$ cat src/rtl/morse_pkg.sv
// Shared Morse definitions: decoder state encoding, the ten digit patterns
// (first symbol in the MSB, 1 = dash) and timing thresholds in dot units.
package morse_pkg;

    typedef enum logic [2:0] {
        ST_IDLE,
        ST_MARK,
        ST_GAP,
        ST_WORD,
        ST_RECOVER
    } morse_dec_state_t;

    localparam logic [4:0] PAT_1 = 5'b01111;
    localparam logic [4:0] PAT_2 = 5'b00111;
    localparam logic [4:0] PAT_3 = 5'b00011;
    localparam logic [4:0] PAT_4 = 5'b00001;
    localparam logic [4:0] PAT_5 = 5'b00000;
    localparam logic [4:0] PAT_6 = 5'b10000;
    localparam logic [4:0] PAT_7 = 5'b11000;
    localparam logic [4:0] PAT_8 = 5'b11100;
    localparam logic [4:0] PAT_9 = 5'b11110;
    localparam logic [4:0] PAT_0 = 5'b11111;

    localparam int DASH_MIN = 2;
    localparam int CHAR_GAP = 2;
    localparam int WORD_GAP = 5;
    localparam int MARK_MAX = 5;

    // Returns {valid, digit}; valid is 0 for any pattern outside the digit set.
    function automatic logic [4:0] decode_pat(input logic [4:0] pat);
        logic [4:0] res;
        res = 5'b0_0000;
        case (pat)
            PAT_1:   res = {1'b1, 4'd1};
            PAT_2:   res = {1'b1, 4'd2};
            PAT_3:   res = {1'b1, 4'd3};
            PAT_4:   res = {1'b1, 4'd4};
            PAT_5:   res = {1'b1, 4'd5};
            PAT_6:   res = {1'b1, 4'd6};
            PAT_7:   res = {1'b1, 4'd7};
            PAT_8:   res = {1'b1, 4'd8};
            PAT_9:   res = {1'b1, 4'd9};
            PAT_0:   res = {1'b1, 4'd0};
            default: res = 5'b0_0000;
        endcase
        return res;
    endfunction

endpackage

$ cat src/rtl/morse_line_cond.sv
// Input conditioning for the Morse line: 2-FF synchronizer, followed by a
// persistence filter of F cycles when F > 0 (F = 0 passes the synchronizer through).
module morse_line_cond #(
    parameter int F = 0
) (
    input  logic clk,
    input  logic rst,
    input  logic morse_in,
    output logic line
);

    logic sync1;
    logic sync2;

    always_ff @(posedge clk) begin
        if (!rst) begin
            sync1 <= 1'b0;
            sync2 <= 1'b0;
        end else begin
            sync1 <= morse_in;
            sync2 <= sync1;
        end
    end

    generate
        if (F > 0) begin : g_filt
            localparam int FW = $clog2(F + 1);
            logic [FW-1:0] run_cnt;
            logic          line_q;

            // A new level is adopted on its F-th consecutive cycle, so both
            // edges are delayed by the same F cycles and durations survive.
            always_ff @(posedge clk) begin
                if (!rst) begin
                    line_q  <= 1'b0;
                    run_cnt <= '0;
                end else if (sync2 == line_q) begin
                    run_cnt <= '0;
                end else if (run_cnt == FW'(F - 1)) begin
                    line_q  <= sync2;
                    run_cnt <= '0;
                end else begin
                    run_cnt <= run_cnt + 1'b1;
                end
            end

            assign line = line_q;
        end else begin : g_bypass
            assign line = sync2;
        end
    endgenerate

endmodule

$ cat src/rtl/morse_code_decoder.sv
// Morse digit decoder: times marks/gaps on a synchronized line and strobes digits,
// errors and end-of-sequence. Define MORSE_DEC_GLITCH_FILTER_EN for the input glitch filter.
module morse_code_decoder
  import morse_pkg::*;
#(
  parameter int CLK_HZ  = 100_000_000,
  parameter int UNIT_MS = 200
) (
  input  logic       clk,
  input  logic       rst,
  input  logic       morse_in,
  output logic [3:0] digit_out,
  output logic       digit_valid,
  output logic       error,
  output logic       seq_end,
  output logic       busy
);

  localparam int U  = CLK_HZ / 1000 * UNIT_MS;
  localparam int CW = $clog2(MARK_MAX * U + 1);
  localparam logic [CW-1:0] T_DASH = CW'(DASH_MIN * U);
  localparam logic [CW-1:0] T_CHAR = CW'(CHAR_GAP * U);
  localparam logic [CW-1:0] T_WORD = CW'(WORD_GAP * U);
  localparam logic [CW-1:0] T_MAX  = CW'(MARK_MAX * U);

`ifdef MORSE_DEC_GLITCH_FILTER_EN
  localparam int FILT = U / 8;
`else
  localparam int FILT = 0;
`endif

  logic line;

  morse_line_cond #(.F(FILT)) u_line_cond (
    .clk      (clk),
    .rst      (rst),
    .morse_in (morse_in),
    .line     (line)
  );

  morse_dec_state_t state, state_nx;
  logic [CW-1:0] cnt, cnt_nx, cnt_inc;
  logic [4:0]    pat, pat_nx, dec;
  logic [2:0]    n, n_nx;
  logic [3:0]    digit_nx;
  logic          dv_nx, err_nx, se_nx;

  // cnt holds the length of the current run of the line level, this cycle included.
  assign cnt_inc = (cnt == T_MAX) ? cnt : cnt + 1'b1;
  assign dec     = decode_pat(pat);
  assign busy    = (state != ST_IDLE);

  always_ff @(posedge clk) begin
    if (!rst) begin
      state       <= ST_IDLE;
      cnt         <= '0;
      pat         <= '0;
      n           <= '0;
      digit_out   <= '0;
      digit_valid <= 1'b0;
      error       <= 1'b0;
      seq_end     <= 1'b0;
    end else begin
      state       <= state_nx;
      cnt         <= cnt_nx;
      pat         <= pat_nx;
      n           <= n_nx;
      digit_out   <= digit_nx;
      digit_valid <= dv_nx;
      error       <= err_nx;
      seq_end     <= se_nx;
    end
  end

  always_comb begin
    state_nx = state;
    cnt_nx   = cnt;
    pat_nx   = pat;
    n_nx     = n;
    digit_nx = digit_out;
    dv_nx    = 1'b0;
    err_nx   = 1'b0;
    se_nx    = 1'b0;
    case (state)
      ST_IDLE: begin
        cnt_nx = '0;
        if (line) begin
          state_nx = ST_MARK;
          cnt_nx   = CW'(1);
          pat_nx   = '0;
          n_nx     = '0;
        end
      end
      ST_MARK: begin
        if (line) begin
          cnt_nx = cnt_inc;
          if (cnt_inc == T_MAX) begin
            err_nx   = 1'b1;
            state_nx = ST_RECOVER;
            cnt_nx   = '0;
          end
        end else if (n == 3'd5) begin
          // Sixth symbol: the falling edge is already gap cycle 1.
          err_nx   = 1'b1;
          state_nx = ST_RECOVER;
          cnt_nx   = CW'(1);
        end else begin
          pat_nx   = {pat[3:0], (cnt >= T_DASH)};
          n_nx     = n + 3'd1;
          state_nx = ST_GAP;
          cnt_nx   = CW'(1);
        end
      end
      ST_GAP: begin
        if (line) begin
          state_nx = ST_MARK;
          cnt_nx   = CW'(1);
        end else begin
          cnt_nx = cnt_inc;
          if (cnt_inc == T_CHAR) begin
            state_nx = ST_WORD;
            if (n == 3'd5 && dec[4]) begin
              dv_nx    = 1'b1;
              digit_nx = dec[3:0];
            end else begin
              err_nx = 1'b1;
            end
          end
        end
      end
      ST_WORD: begin
        // Only reachable after a decode or an error, so seq_end is always owed here.
        if (line) begin
          state_nx = ST_MARK;
          cnt_nx   = CW'(1);
          pat_nx   = '0;
          n_nx     = '0;
        end else if (cnt_inc == T_WORD) begin
          se_nx    = 1'b1;
          state_nx = ST_IDLE;
          cnt_nx   = '0;
        end else begin
          cnt_nx = cnt_inc;
        end
      end
      ST_RECOVER: begin
        if (line) begin
          cnt_nx = '0;
        end else begin
          cnt_nx = cnt_inc;
          if (cnt_inc == T_CHAR) begin
            state_nx = ST_WORD;
          end
        end
      end
      default: begin
        state_nx = ST_IDLE;
        cnt_nx   = '0;
      end
    endcase
  end

endmodule

$ cat config.mk
export PLATFORM = sky130hd
export DESIGN_NAME = morse_code_decoder
export DESIGN_NICKNAME = d
export VERILOG_FILES = /design/src/rtl/morse_pkg.sv /design/src/rtl/morse_line_cond.sv /design/src/rtl/morse_code_decoder.sv
export SDC_FILE = /design/constraint.sdc
export NUM_CORES = 1
export LEC_CHECK = 0
export BUFFER_PORTS_ARGS = -buffer_cell sky130_fd_sc_hd__buf_2
export CORE_ASPECT_RATIO = 0.9
export CORE_MARGIN = 5
export CORE_UTILIZATION = 62
export DETAILED_ROUTE_END_ITERATION = 8
export PLACE_DENSITY = 0.77
export SLEW_MARGIN = 20
export SYNTH_ARGS = -nofsm -noshare
export SYNTH_HDL_FRONTEND = slang
export SYNTH_HIERARCHICAL = 1
export SYNTH_SLANG_ARGS = --single-unit
$ cat constraint.sdc
create_clock -name clk -period 4.3 [get_ports clk]
set_input_delay 0.86 -clock clk [delete_from_list [all_inputs] [get_ports clk]]
set_output_delay 0.86 -clock clk [all_outputs]
set_load 0.005 [all_outputs]
### Yosys cells after proc, flatten, opt, wreduce, memory -nomap -nowiden

Memories as Yosys holds them, arrays and structs flattened. A register that Yosys moved wholly into a read port is not among the register bits.
Index checks and enable logic that the tools add are counted.

* $add $sub $neg: 2
* order comparisons: 1
* equality and inequality tests: 15
* mux-type cells: 36
* bitwise logic cells: 5
* reductions and logical operators: 10

Operators with widths (number)
* $mux 27: 6
* $pmux 27 s5: 1
* $eq 27x27->1 const B: 2
* $mux 3: 12
* $add 27x1->27 const B: 1
* $eq 27x26->1 const B: 1
* $ge 27x26->1 const B: 1
* $mux 5: 5
* $pmux 3 s5: 1
* $reduce_and 4->1: 3
* $pmux 5 s2: 1
* $mux 1: 8
* $eq 3x2->1 const B: 2
* $eq 3x3->1 const B: 2
* $ne 2x2->1 const B: 3
* $pmux 3 s2: 1
* $not 1->1: 5
* $ne 2x1->1 const B: 2
* $reduce_or 4->1: 1
* $add 3x1->3 const B: 1
* $eq 3x1->1 const B: 1
* $logic_not 3->1: 1
* $ne 3x2->1 const B: 1
* $ne 3x3->1 const B: 1
* other kinds (6): 6

* bits in registers: 47
* bits in read-only memories: 160
* bits of input ports: 3
* output and inout bits: 8
* logic and storage cells: 80
* memories: 1

Memories
* (no name shown): depth 32, bits a word 5, read ports 1, clocked after memory_dff 1, write ports 0, RTL line morse_pkg.sv:33 `case (pat)`

### Depth between registers and ports, before layout

Gate-level depths: netlist of the first run.

* depth after elaboration: 6
* depth in mapped cells: 15
* gate-level depth less buffers: 14

### Modules after synthesis

The synthesis of the first run kept the hierarchy.

Modules (own cells, without submodules)
* morse_code_decoder: instances 1, cells each 414, area an instance 3266.9 um2, sequential area each 1001.0 um2
* morse_line_cond: instances 1, cells each 4, area an instance 52.6 um2, sequential area each 40.0 um2

### Least setup slack after synthesis of the first run

OpenSTA, ideal clock, no wires.

* path type: register to register
* start: register cnt[0]
* end: register cnt[9]
* setup time: 118 ps
* data arrival time: 2871 ps
* required time: 4182 ps
* setup slack: 1312 ps
* cell stages (with the launch flop): 11
* path buffers: 1
* period minus slack after synthesis: 2988 ps
* cells stage by stage: dfxtp_1 -> ha_1 -> nand3_1 -> or3_1 -> a2111oi_1 -> o221ai_1 -> nor4_1 -> a311oi_1 -> o311ai_4 -> buf_6 -> nor2_1

* longest elaborated chain between the ends: 6
* elaborated cells on any way between the ends: 10
* those cells by class: add/sub: 1; eq/ne: 2; mux: 7

Ends and longest elaborated chain
* from (decl): RTL line morse_code_decoder.sv:42 `logic [CW-1:0] cnt, cnt_nx, cnt_inc;`
* from (signal assigned): RTL line morse_code_decoder.sv:65 `cnt <= cnt_nx;`
* $add 27x1->27 / $eq 27x27->1 (equally long branches): RTL line morse_code_decoder.sv:49 `assign cnt_inc = (cnt == T_MAX) ? cnt : cnt + 1'b1;`
* $mux 27 *: RTL line morse_code_decoder.sv:49
* $eq 27x27->1: RTL line morse_code_decoder.sv:97, morse_code_decoder.sv:138
* $mux 27: RTL line morse_code_decoder.sv:97, morse_code_decoder.sv:138
* $mux 27, on equally long branches: RTL line morse_code_decoder.sv:133, morse_code_decoder.sv:95
* $pmux 27 s5 *: RTL line morse_code_decoder.sv:84 `case (state)`

Every way passes the cells marked *; elsewhere a longest branch is shown, timed or not.
A chain may end at the register's enable or synchronous reset.

### Final worst setup path of the first run

* start: register cnt[0]
* end: register cnt[16]

The elaborated chain is that of the path after synthesis.

==> impl_results.md, run 1 <==
* Run status: finished, final reports clean
* Final setup violation count at 0
* Final Net Count at 420
* Post-detailed-route wirelength per cell at 15.82 microns
* Share of post-route cells with drive strength above 1 at 8.537%
* Final TNS setup at 0 ns
* Cell type of the slowest stage on the worst timing path: a2111oi_1
* CP Max Fanout at 26
* Asr flop ratio synth at 0%
* Largest cells by area after synthesis: dfxtp_1, nor2_1, xnor2_1
* Average instance area after synthesis at 7.941 sq um
* Top flip-flop cell by instance count after synthesis: dfxtp_1
* Area fraction in and, or, nand and nor cells after synthesis at roughly a third
* Adder-cell share of the synthesized area at 2.639%
* Maximum capacitance violations at 0
* Hold Startpoint: u_line_cond/sync1
* Maximum clock frequency at 273.2 MHz
* Die outline height at 79.42 microns
* Number of warning messages in the yosys log at 6
* Worst Max-Slew Pin Slew at 0.6739 ns
* Number of antenna violations at the first check in global routing at 0
* Floorplan die area at 6919 sq um
* Time the final worst path needs with I/O delays and setup at approximately 3.7 ns
* Number of cell rows at 25
* Top-area cell type share of the netlist area at 31.36%
* Number of enable flip-flop cells after synthesis at 0
* Largest net degree at the start of global routing at 27
* Endpoint, Worst Hold: u_line_cond/line
* Critical Setup Path Class: reg -> reg
* Clock slew seen by the registers of the worst setup and hold paths at 0.09 ns
* Most instantiated library cell after synthesis: dfxtp_1
* Power density normalized to cell area at between 200 and 300 nW/um^2
* Period utilisation layout at 85.11%
* Overall power after layout at ~0.9 mW
* Total global routing overflow at 0
* Dpl hpwl at 5498 microns
* Final hold violation count at 0
* Data arrival time of the worst path at 3.86 ns
* Clock insertion delay at the later pin of the skew report at 0.30 ns
* Maximum level of the CTS H-tree at 2
* Vias at around 3000
* CTS tree: built
* Standby leakage power at between 1 and 1.5 nW
* Critical path data required time at between 4 and 5 ns
* RSZ-0062 raised after global routing: false
* Final standard cell utilization of the core at 66.44%
* Maximum buffer depth of the clock tree at 2
* Biggest area consumer among synthesized cells: dfxtp_1
* Buffer type at the clock tree root: clkbuf_8
* Cell area after placement at 3342 sq um
* DRT antenna net count at 0
* Number of port buffers at 10
* Buffers inserted during post-CTS setup optimization at 0
* Worst Hold Margin at between 0.4 and 0.5 ns
* Worst hold path cell count at 1
* Maximum resistive drop on vdd at 0.0001956 V
* Cts-stage hold buffer count at 0
* Net count of the mapped netlist at 428
* Number of pins exceeding their max-slew limit in the final report at 0
* Number of different library cells in the post-synthesis netlist at 63
* Total detailed-routing wirelength at 7548 microns
* Detailed router's first-iteration violation count at 297
* Fraction of the mapped netlist area in compound gates at about a fifth
* #FFs+latches synth at 52
* Layout overhead on the synthesized area at 4.561%
* Cell types with the highest counts after synthesis: dfxtp_1, nor2_1, nand2_1
* Cells on worst reg2reg path at 10
* Portion of the post-synthesis area used by sequential elements at roughly a third
* Via count of the first global-routing pass at 2680
* Number of iterations in the first detailed-routing pass at 5
* Remaining design rule violation count at 0
* Setup slack on the worst flop-to-flop path at 0.64 ns
* Headroom to the max-slew limit at between 50% and 60%
* Ant diodes at 0
* Endpoint of the worst-slack reg-to-reg timing path: cnt[16]
* Num CTS Buffers at 5
* Aggregate global-route resource usage at about a quarter
* Largest family of logic cells by synthesized area: simple AND/OR/NAND/NOR gates
* Element type at the critical path start: flop
* Final RePlAce weighted congestion at between 0.9 and 1
* Final Instance Area at 3471 sq um
* Instance count of the mapped netlist at 418
* Kind of path behind the tightest hold check: reg -> reg
* First-pass GRT wire length at 13030 microns
* Initial Utilization at 63.54%
* Core Area at around 5200 sq um
* Critical path's largest stage delay at slightly above 0.5 ns
* RR Startpoint: cnt[0]
* Post-synthesis cell area at about 3300 sq um
* TritonCTS Sinks at 52
* Fraction of synthesized cell area in xor and xnor cells at 6.332%
* Routed via count divided by cell count at 6.447
* CP endpoint kind: flop
* Worst Clk Skew at 0.005930 ns
* Boundary pin count at 11
* Cell breakdown of the critical path: ha_1, nand3_1, or3_1, a2111oi_1, o221ai_1, nor4_1, a311oi_1, o311ai_4, buf_4, o21ba_2
* Post-cts gate resize count at 0
* Die X-Extent at 87.13 microns
* Portion of netlist area occupied by mux cells at 2.789%
## critical path: cells and delay by family (launching register included)
family	cells	cell delay, ns
buffers and inverters	1	0.32
adder cells (fa/ha/maj)	1	0.24
AND/OR/NAND/NOR	3	1.16
AO/OA/AOI/OAI	5	1.41
flip-flops	1	0.42
## through the flow
step	cells	setup slack [ns]
final	477	0.6401
after CTS	477	0.6884
after detailed placement	470	0.7181
after floorplan	418	1.312
after global placement	470	0.8848
after global routing	477	0.3844
## power by group
group	switching, mW	total, mW	internal [mW]
clock network	0.150	0.379	0.229
registers	0.00455	0.488	0.484
logic	0.0199	0.0313	0.0114
total	0.174	0.898	0.724
## worst max-delay path by stage
| stage | start | end | slack (ns) | cells after the start |
|---|---|---|---|---|
| CTS | cnt[1] | cnt[16] | 0.69 | 10 |
| detailed placement | cnt[0] | cnt[16] | 0.72 | 10 |
| finish | cnt[0] | cnt[16] | 0.64 | 10 |
| global placement | cnt[0] | cnt[12] | 0.88 | 10 |
| floorplan | cnt[0] | cnt[9] | 1.31 | 10 |
| global route | cnt[0] | cnt[16] | 0.38 | 10 |
## cell type report
type,instances,area [sq um]
Clock buffer,5,68.82
Clock inverter,2,60.06
Fill cell,455,1753
Inverter,16,60.06
Multi-Input combinational cell,321,2077
Sequential cell,52,1041
Tap cell,67,83.83
Timing Repair Buffer,14,80.08
## layer usage
metal  up-vias  global-route usage [%]  share of wire [%]
li1       1502                       -                  -
met4         0                   6.595                1.9
met1      1418                   34.43                 48
met2       133                   34.67                 42
met5         -                       0                  0
met3        22                   4.128                7.4
## placed cells by master (no fill, tap or decap), types with 3 or more instances in the layout
cell type	instances
clkbuf_8	5
and3_1	13
xnor2_1	15
o31a_1	4
o21a_1	5
and2_1	11
nand4_1	20
nor3_1	16
a22o_1	4
nor2b_1	5
a21oi_1	21
nand2_1	32
o21ba_2	3
nor3b_1	4
mux2i_1	7
a31oi_1	3
ha_1	7
buf_2	10
nand3_1	11
inv_1	16
o22ai_1	3
nor4_1	13
and4_1	5
o21ai_0	11
xor2_1	9
dfxtp_1	52
buf_4	4
nor2_1	49
nand2b_1	3
nand4b_1	3
## state kept, by name, indices dropped and copies added (netlist names)
register and count:
n 3, u_line_cond/sync1 1, dec 5, digit_out 4
u_line_cond/line 1, pat 5, digit_valid 1, state 3
seq_end 1, cnt 27, error 1
## cell families after synthesis
family / Yosys count
xor gates and xnor gates: 24
DFF: 52
muxes: 9
and+or+nand+nor: 196
AOI/OAI and AO/OA: 85
adders and majority gates: 7
buffers and inverters: 45
Power figures use the tool's default switching activity.
==> run 2: changes to the inputs <==
PLACE_DENSITY = 0.8   (was 0.77)
==> impl_results.md, run 2 (synthesis results as in run 1) <==
* Run status: finished, final reports clean
* Aggregate global-route resource usage at 22.95% (-0.40 points)
* Max reg flops at 27 (unchanged)
* Final hold violation count at 0 (unchanged)
* Cells on worst reg2reg path at 9 (-1)
* Cell count along the critical path at 9 (-1)
* Critical path's largest stage delay at 0.65 ns (+0.14 ns)
* Setup slack on the worst flop-to-flop path at 0.59 ns (-0.05 ns)
* Kind of path behind the tightest hold check: reg -> reg
* Worst Max-Slew Pin Slew at 0.6990 ns (+0.02507 ns)
* Cell breakdown of the critical path: and4_1, nand4_1, nor4_1, o21ai_0, nor4_1, a21oi_1, o311ai_4, buf_4, nor2_1
* CP Max Fanout at 20 (-23%)
* Final setup margin at 0.5877 ns (-0.05238 ns)
* Register with the most flip-flops: cnt
* Clock slew seen by the registers of the worst setup and hold paths at 0.10 ns (about the same)
* Cts-stage hold buffer count at 0 (unchanged)
* Final std cells w/o fill at 476 (-0.21%)
* Clock insertion delay at the later pin of the skew report at 0.31 ns (about the same)
* RR Startpoint: cnt[4]
* Most numerous cell on the critical path: nor4_1
* Final standard cell utilization of the core at 66.01% (-0.43 points)
* Maximum clock frequency at 269.4 MHz (-1.4%)
* First-pass GRT wire length at 12830 microns (-1.5%)
* Placement Setup Slack at 0.7293 ns (+0.01125 ns)
* Maximum buffer depth of the clock tree at 2 (unchanged)
* Worst hold path cell count at 2 (+1)
* Final Net Count at 418 (-0.48%)
* Headroom to the max-slew limit at 52.97% (-1.8 points)
* Power density normalized to cell area at 253.4 nW/um^2 (-2.1%)
* Maximum resistive drop on vdd at 0.0001837 V (-6.1%)
* Buffer type at the clock tree root: clkbuf_8
* Floorplan die area at 6919 sq um (unchanged)
* Overall power after layout at 0.8739 mW (-2.7%)
* Buffer and inverter count on the worst path at 1 (unchanged)
* Post-detailed-route wirelength per cell at 15.81 microns (about the same)
* Buffers inserted during post-CTS setup optimization at 0 (unchanged)
* Detailed router's first-iteration violation count at 362 (+22%)
* Boundary pin count at 11 (unchanged)
* Cell type of the slowest stage on the worst timing path: nor4_1
* TritonCTS Sinks at 52 (unchanged)
* Final setup violation count at 0 (unchanged)
* Number of iterations in the first detailed-routing pass at 6 (+1)
* Total detailed-routing wirelength at 7526 microns (-0.29%)
* Remaining design rule violation count at 0 (unchanged)
* Sw power at 0.1882 mW (+8.1%)
* Switching Share at 21.54% (+2.2 points)
* Crit path max-delay family: simple AND/OR/NAND/NOR gates
* Vias at 3090 (+0.49%)
* Proportion of power drawn by the clock network at 40.5% (-1.7 points)
* Data arrival time of the worst path at 3.91 ns (+0.05 ns)
* Post-cts gate resize count at 0 (unchanged)
* Maximum capacitance violations at 0 (unchanged)
* Critical path data required time at 4.50 ns (about the same)
* Critical Setup Path Class: reg -> reg
* Num CTS Buffers at 5 (unchanged)
* Number of instances in the placed design at 468 (-0.43%)
* Initial Utilization at 63.54% (unchanged)
* Ant diodes at 0 (unchanged)
* Part of the power in registers at 55.9% (+1.5 points)
* Via count of the first global-routing pass at 2706 (+0.97%)
* Share of post-route cells with drive strength above 1 at 8.313% (-0.22 points)
* Largest net degree at the start of global routing at 27 (unchanged)
* Core Area at 5224 sq um (unchanged)
* RSZ-0062 raised after global routing: false
* Layout overhead on the synthesized area at 3.882%
* Dpl hpwl at 5442 microns (-1.0%)
* Number of cell rows at 25 (unchanged)
* Maximum level of the CTS H-tree at 2 (unchanged)
* DRT antenna net count at 0 (unchanged)
* Top library cells by usage in the layout, fill and taps aside: dfxtp_1, nor2_1, nand2_1
* Time the final worst path needs with I/O delays and setup at 3.712 ns (+0.05238 ns)
* Most frequent standard cell in the layout excluding fill and tap cells: dfxtp_1
* CTS tree: built
* Total global routing overflow at 0 (unchanged)
* Number of port buffers at 10 (unchanged)
* Die outline height at 79.42 microns (unchanged)
* Final TNS setup at 0 ns (unchanged)
* Comb power frac at 3.6% (about the same)
* Period utilisation layout at 86.33% (+1.2 points)
* Endpoint of the worst-slack reg-to-reg timing path: cnt[2]
* CP endpoint kind: flop
* Cell Int Power at 0.6857 mW (-5.3%)
* Final RePlAce weighted congestion at 0.9727 (+4.0%)
* Routed via count divided by cell count at 6.492 (+0.70%)
* Standby leakage power at 1.254 nW (-0.88%)
* Hold Startpoint: dec[3]
* Number of filler cells placed in the layout at 445 (-2.2%)
* Number of pins exceeding their max-slew limit in the final report at 0 (unchanged)
* Die X-Extent at 87.13 microns (unchanged)
* Worst Clk Skew at 0.01169 ns (+0.005761 ns)
* Endpoint, Worst Hold: digit_out[3]
* Number of antenna violations at the first check in global routing at 0 (unchanged)
* Element type at the critical path start: flop
==> run 2: cell types whose count changed in the layout (fill, tap and decap cells not counted) <==
cell,delta
clkbuf_8,+1
clkinv_4,+1
buf_4,-2
bufinv_16,-1
==> run 2: cell type report <==
cell class / instances / area [sq um] / area share, %
Multi-Input combinational cell: 321 / 2077 / 60.23
Tap cell: 67 / 83.83 / 2.431
Inverter: 16 / 60.06 / 1.742
Sequential cell: 52 / 1041 / 30.19
Clock inverter: 2 / 38.79 / 1.125
Clock buffer: 6 / 82.58 / 2.395
Timing Repair Buffer: 12 / 65.06 / 1.887
==> run 2: per-layer routing <==
metal | track usage (%) | vias up | share of wire [%]
met5 | 0 | - | 0
li1 | - | 1489 | -
met4 | 7.515 | 0 | 2.0
met2 | 33.69 | 154 | 43
met3 | 4.231 | 21 | 8.0
met1 | 33.65 | 1426 | 47
==> run 2: power by group through the flow <==
| stage | Sequential, mW | Combinational, mW | Clock (mW) |
|---|---|---|---|
| 2_1_floorplan | 0.497 | 0.0257 | 0 |
| 3_3_place_gp | 0.499 | 0.0302 | 0 |
| 3_5_place_dp | 0.500 | 0.0309 | 0 |
| 4_1_cts | 0.488 | 0.0310 | 0.361 |
| 5_1_grt | 0.489 | 0.0349 | 0.384 |
| 6_report | 0.488 | 0.0312 | 0.354 |
==> run 2: per-stage QoR <==
step,hold WS [ns],cell area [sq um]
2_1_floorplan,0.4118,3319
3_3_place_gp,0.4164,3327
3_5_place_dp,0.4279,3327
4_1_cts,0.4469,3448
5_1_grt,0.4690,3448
6_report,0.4450,3448
==> run 2: worst max-delay path by stage <==
stage | startpoint | endpoint
6_report | cnt[4] | cnt[2]
5_1_grt | cnt[12] | cnt[2]
4_1_cts | cnt[6] | cnt[8]
3_5_place_dp | cnt[0] | cnt[8]
3_3_place_gp | cnt[4] | cnt[20]
2_1_floorplan | cnt[0] | cnt[9]
==> run 2: tightest hold or removal path, stage by stage, from the launching register on <==
cell and delay [ns]:
dfxtp_1 0.31, nand2_1 0.04, mux2i_1 0.05
